`config.mk`:
```
export PLATFORM = sky130hd
export DESIGN_NAME = div_16bit_stream
export DESIGN_NICKNAME = d
export VERILOG_FILES = /design/src/rtl/div_16bit_stream.sv
export SDC_FILE = /design/constraint.sdc
export NUM_CORES = 1
export LEC_CHECK = 0
export CORE_MARGIN = 3
export CORE_UTILIZATION = 50
export DETAILED_ROUTE_END_ITERATION = 8
export PLACE_DENSITY_LB_ADDON = 0.1
export SKIP_LAST_GASP = 1
export SYNTH_ARGS = -nofsm -noshare
export SYNTH_HDL_FRONTEND = slang
export SYNTH_SLANG_ARGS = --single-unit
```
`constraint.sdc`:
```
create_clock -name clk -period 6.3 [get_ports clk]
set_input_delay 0.945 -clock clk [delete_from_list [all_inputs] [get_ports clk]]
set_output_delay 0.945 -clock clk [all_outputs]
set_load 0.01 [all_outputs]
```
`src/rtl/div_16bit_stream.sv`:
```
// rtl/div_16bit_stream.sv - operand FIFO, issue and output registers around an external divider; optional DIV_ZERO_CHECK_EN
module div_16bit_stream #(
    parameter int DEPTH = 4
) (
    input  logic        clk,
    input  logic        rst_n,
    input  logic        in_valid,
    input  logic [15:0] in_a,
    input  logic [15:0] in_b,
    output logic        in_ready,
    output logic [15:0] div_a,
    output logic [15:0] div_b,
    input  logic [15:0] div_q,
    input  logic [15:0] div_r,
    output logic        out_valid,
    output logic [15:0] out_q,
    output logic [15:0] out_r,
    output logic        out_err,
    input  logic        out_ready,
    output logic        busy,
    output logic [15:0] done_cnt
);
    localparam int AW = $clog2(DEPTH);
    localparam int CW = AW + 1;

    logic [31:0]   mem [DEPTH];
    logic [AW-1:0] wr_ptr;
    logic [AW-1:0] rd_ptr;
    logic [CW-1:0] fifo_cnt;
    logic          fifo_empty;
    logic          fifo_full;
    logic          push;
    logic          pop;
    logic          iss_valid;
    logic [15:0]   iss_a;
    logic [15:0]   iss_b;
    logic          out_move;
    logic          out_take;
    logic [15:0]   res_q;
    logic [15:0]   res_r;
    logic          res_err;

    assign fifo_empty = (fifo_cnt == '0);
    assign fifo_full  = (fifo_cnt == CW'(DEPTH));
    assign in_ready   = !fifo_full;
    assign push       = in_valid && in_ready;
    assign out_take   = out_valid && out_ready;
    // The issued pair advances whenever the output slot is free or being drained this cycle
    assign out_move   = iss_valid && (!out_valid || out_ready);
    assign pop        = !fifo_empty && (!iss_valid || out_move);
    assign busy       = !fifo_empty || iss_valid || out_valid;
    assign div_a      = iss_a;
    assign div_b      = iss_b;

`ifdef DIV_ZERO_CHECK_EN
    // A zero divisor overrides whatever the external divider returns
    assign res_err = (iss_b == 16'h0000);
    assign res_q   = res_err ? 16'hFFFF : div_q;
    assign res_r   = res_err ? iss_a : div_r;
`else
    assign res_err = 1'b0;
    assign res_q   = div_q;
    assign res_r   = div_r;
`endif

    // Operand storage; contents are meaningless until counted in, so no reset needed
    always_ff @(posedge clk) begin
        if (push) begin
            mem[wr_ptr] <= {in_a, in_b};
        end
    end

    // FIFO pointers and occupancy; pointers wrap naturally since DEPTH is a power of two
    always_ff @(posedge clk or negedge rst_n) begin
        if (!rst_n) begin
            wr_ptr   <= '0;
            rd_ptr   <= '0;
            fifo_cnt <= '0;
        end else begin
            if (push) begin
                wr_ptr <= wr_ptr + 1'b1;
            end
            if (pop) begin
                rd_ptr <= rd_ptr + 1'b1;
            end
            if (push && !pop) begin
                fifo_cnt <= fifo_cnt + 1'b1;
            end else if (!push && pop) begin
                fifo_cnt <= fifo_cnt - 1'b1;
            end
        end
    end

    // Issue register; operands are held after the entry leaves so the divider inputs stay quiet
    always_ff @(posedge clk or negedge rst_n) begin
        if (!rst_n) begin
            iss_valid <= 1'b0;
            iss_a     <= 16'h0000;
            iss_b     <= 16'h0000;
        end else if (pop) begin
            iss_valid      <= 1'b1;
            {iss_a, iss_b} <= mem[rd_ptr];
        end else if (out_move) begin
            iss_valid <= 1'b0;
        end
    end

    // Output register and completed-transfer counter
    always_ff @(posedge clk or negedge rst_n) begin
        if (!rst_n) begin
            out_valid <= 1'b0;
            out_q     <= 16'h0000;
            out_r     <= 16'h0000;
            out_err   <= 1'b0;
            done_cnt  <= 16'h0000;
        end else begin
            if (out_move) begin
                out_valid <= 1'b1;
                out_q     <= res_q;
                out_r     <= res_r;
                out_err   <= res_err;
            end else if (out_take) begin
                out_valid <= 1'b0;
            end
            if (out_take) begin
                done_cnt <= done_cnt + 1'b1;
            end
        end
    end
endmodule

```
==> metrics.yaml <==
logic_synthesis:
  synth_edf_count: 128
  synth_cell_types: 33
  synthTopCellsByArea: "edfxtp_1 47%, dfrtp_1 27%, mux2_2 9.1%, mux4_2 8.5%, xor2_1 1.3%"
  yosys_warnings: 0
  syn_nets: 485
  netlist_instances: 410
  yosys.area.top_type: "edfxtp_1"
  synth_seq_cells: 217
  synthArstFlopShare: 0.410
  ys_seq_area_frac: 0.735
  netlist_area_um2: 8260
  postSynth.topFlopCell: "edfxtp_1"
  yosysTopAreaCellShare: 0.465
  syn_avg_cell_area_um2: 20.1
critical_path:
  crit_buf_inv: 2
  cp-end-kind: "register"
  cpMostUsedCell: "xor2_1"
  path_max_fanout: 35
  rr_worst_depth: 8
  max_stage_delay_ps: 790
  critical_path_class: "in -> reg"
  r2r_start: "fifo_cnt[0]"
  worstPathCellList: "clkdlybuf4s50_1 > and3b_1 > nand2b_2 > ha_1 > inv_1 > fa_1 > xor2_1 > nor2_1 > xor2_1"
  ff2ff_setup_slack_ps: 3430
  reg2reg_to: "fifo_cnt[2]"
  required_ps: 6710
  start_kind: "input port"
  crit_path_top_delay_cell: "nand2b_2"
  crit_family: "simple AND/OR/NAND/NOR gates"
  worst-endpoint-arrival_ps: 3640
power_and_ir_drop:
  leakage_uw: 0.00396
  peakVddDrop_mv: 0.286
  p_total_uw: 4890
  power.density_nw_per_um2: 459
detailed_routing:
  ant_nets: 0
  drc: 0
  firstDrtPassIters: 5
  wl_per_cell_um: 19.0
  num_vias: 4143
  routed_via_density: 5.17
  drt_iter0_markers: 155
  totalWireLength_mm: 15.3
cts:
  cts-root-buf: "clkbuf_16"
  ctsHtreeMaxLevel: 1
  cts_buffers: 23
  path_clk_slew_ps: 60
  ctsHoldBuffers: 0
  cts_setup_buffers: 0
  cts_buffer_depth: 3
  tritoncts: "yes"
  cts.sinks: 217
  cts_resized: 0
  clkLatencyLatePin_ps: 490
final_layout:
  post-route-util: 0.667
  fillers: 1102
  layout_commonest_cell: "clkdlybuf4s50_1"
  num_antenna_cells: 0
  final_cell_mix: "149 x clkdlybuf4s50_1, 128 x edfxtp_1, 87 x dfrtp_1"
  fin_area_um2: 10700
  layout.nets: 645
  stdcell_count: 801
  drive_gt1_frac: 0.248
  area_growth_pct: 29.2
sta:
  post-route-min-period_ps: 3230
  fmax_ghz: 0.310
  grt_setup_unrepaired: "false"
  finalSetupTns_ps: 0
  final_hold_viol_count: 0
  maxSlewViolCount: 0
  setup_viol: 0
  finalCritPeriodShare: 0.512
  fin_worst_skew_ps: 7.98
  slew_headroom: 0.170
  worst_slew_pin_slew_ps: 1240
floorplan:
  rows: 46
  fp.dieH_um: 135
  core-area_um2: 16000
  die_x_um: 135
  dieArea_um2: 18100
  initial_core_util: 0.516
  ios: 152
global_route:
  grt_antenna_before_repair: 0
  grt_pass1_vias: 4426
  gr-total-overflow: 0
  grt_usage: 0.172
  grt_max_degree: 69
  grt_pass1_wl_mm: 24.5
outcome:
  run_status: "finished clean"
place:
  gp_congestion: 0.720
  port_buffers: 150
  dpl.hpwl_mm: 9.44
  dp_cells: 761
  dpl_cell_area_um2: 9920
min_path:
  min_path_type: "in -> async"
run:
  drv_cap: 0
[metrics by stage]
stage	setup slack, ps	hold slack [ps]
floorplan	3730	455
global placement	2570	461
detailed placement	2500	475
CTS	3010	326
global route	2900	349
finish	3070	343
[synth_stat cells, drive strengths merged (3+ instances only)]
cell    instances
nor4            3
buf            14
edfxtp        128
mux4           32
and3            5
inv             5
nand4           5
mux2           67
xnor2           9
nand2           9
ha              6
clkbuf          3
xor2           12
nor2            7
dfrtp          89
[how the worst max path moves through the flow]
stage	start	to	slack, ps	depth (start not counted)
final	out_ready	fifo_cnt[2]	3070	9
after global placement	out_ready	fifo_cnt[2]	2570	9
after global routing	out_ready	fifo_cnt[2]	2900	9
after CTS	out_ready	fifo_cnt[2]	3010	9
after detailed placement	out_ready	fifo_cnt[2]	2500	9
after floorplan	out_ready	fifo_cnt[2]	3730	10
[where the power goes]
part           internal [µW]  switching, µW
sequential              1920            245
clock                    808            496
combinational            856            566
total                   3590           1310
[sequential cells by signal (all words and copies together), names as in the netlist]
name	cells
out_r	16
out_q	16
rd_ptr	2
out_valid	1
div_a	16
mem	128
iss_valid	1
div_b	16
done_cnt	16
fifo_cnt	3
wr_ptr	2
[worst register-to-register path: cells and delay by family (launching register included)]
| family | cells | cell delay [ps] |
|---|---|---|
| xor+xnor | 2 | 320 |
| fa+ha+maj | 2 | 710 |
| buf+inv | 1 | 60 |
| flops | 1 | 430 |
| simple gates | 3 | 1260 |
[metal layers]
metal / GRT usage / wire (µm) / share of wire
met1: 0.225 / 6340 / 0.42
met2: 0.290 / 7560 / 0.50
met3: 0.0443 / 1020 / 0.067
met4: 0.0464 / 334 / 0.022
met5: 0 / 0 / 0
[area by class of cell]
cell class / instances / area (µm²) / share of cell area
repair buffers: 152 / 1510 / 0.142
clock inverters: 6 / 77.6 / 0.00727
inverters: 5 / 18.8 / 0.00176
flip-flops and latches: 217 / 6070 / 0.569
well taps: 216 / 270 / 0.0253
clock buffers: 34 / 667 / 0.0625
multi-input cells: 171 / 2050 / 0.192
[logic make-up (layout without fill, tap and decap cells)]
group	count (synthesis)	in the layout	share of synthesized area
buffers and inverters	22	197	0.0180
xor gates and xnor gates	21	21	0.0223
adders and majority gates	7	7	0.0115
DFF	217	217	0.735
muxes	99	99	0.179
other	1	1	0.000454
and+or+nand+nor	43	43	0.0335
Power figures use the tool's default switching activity.
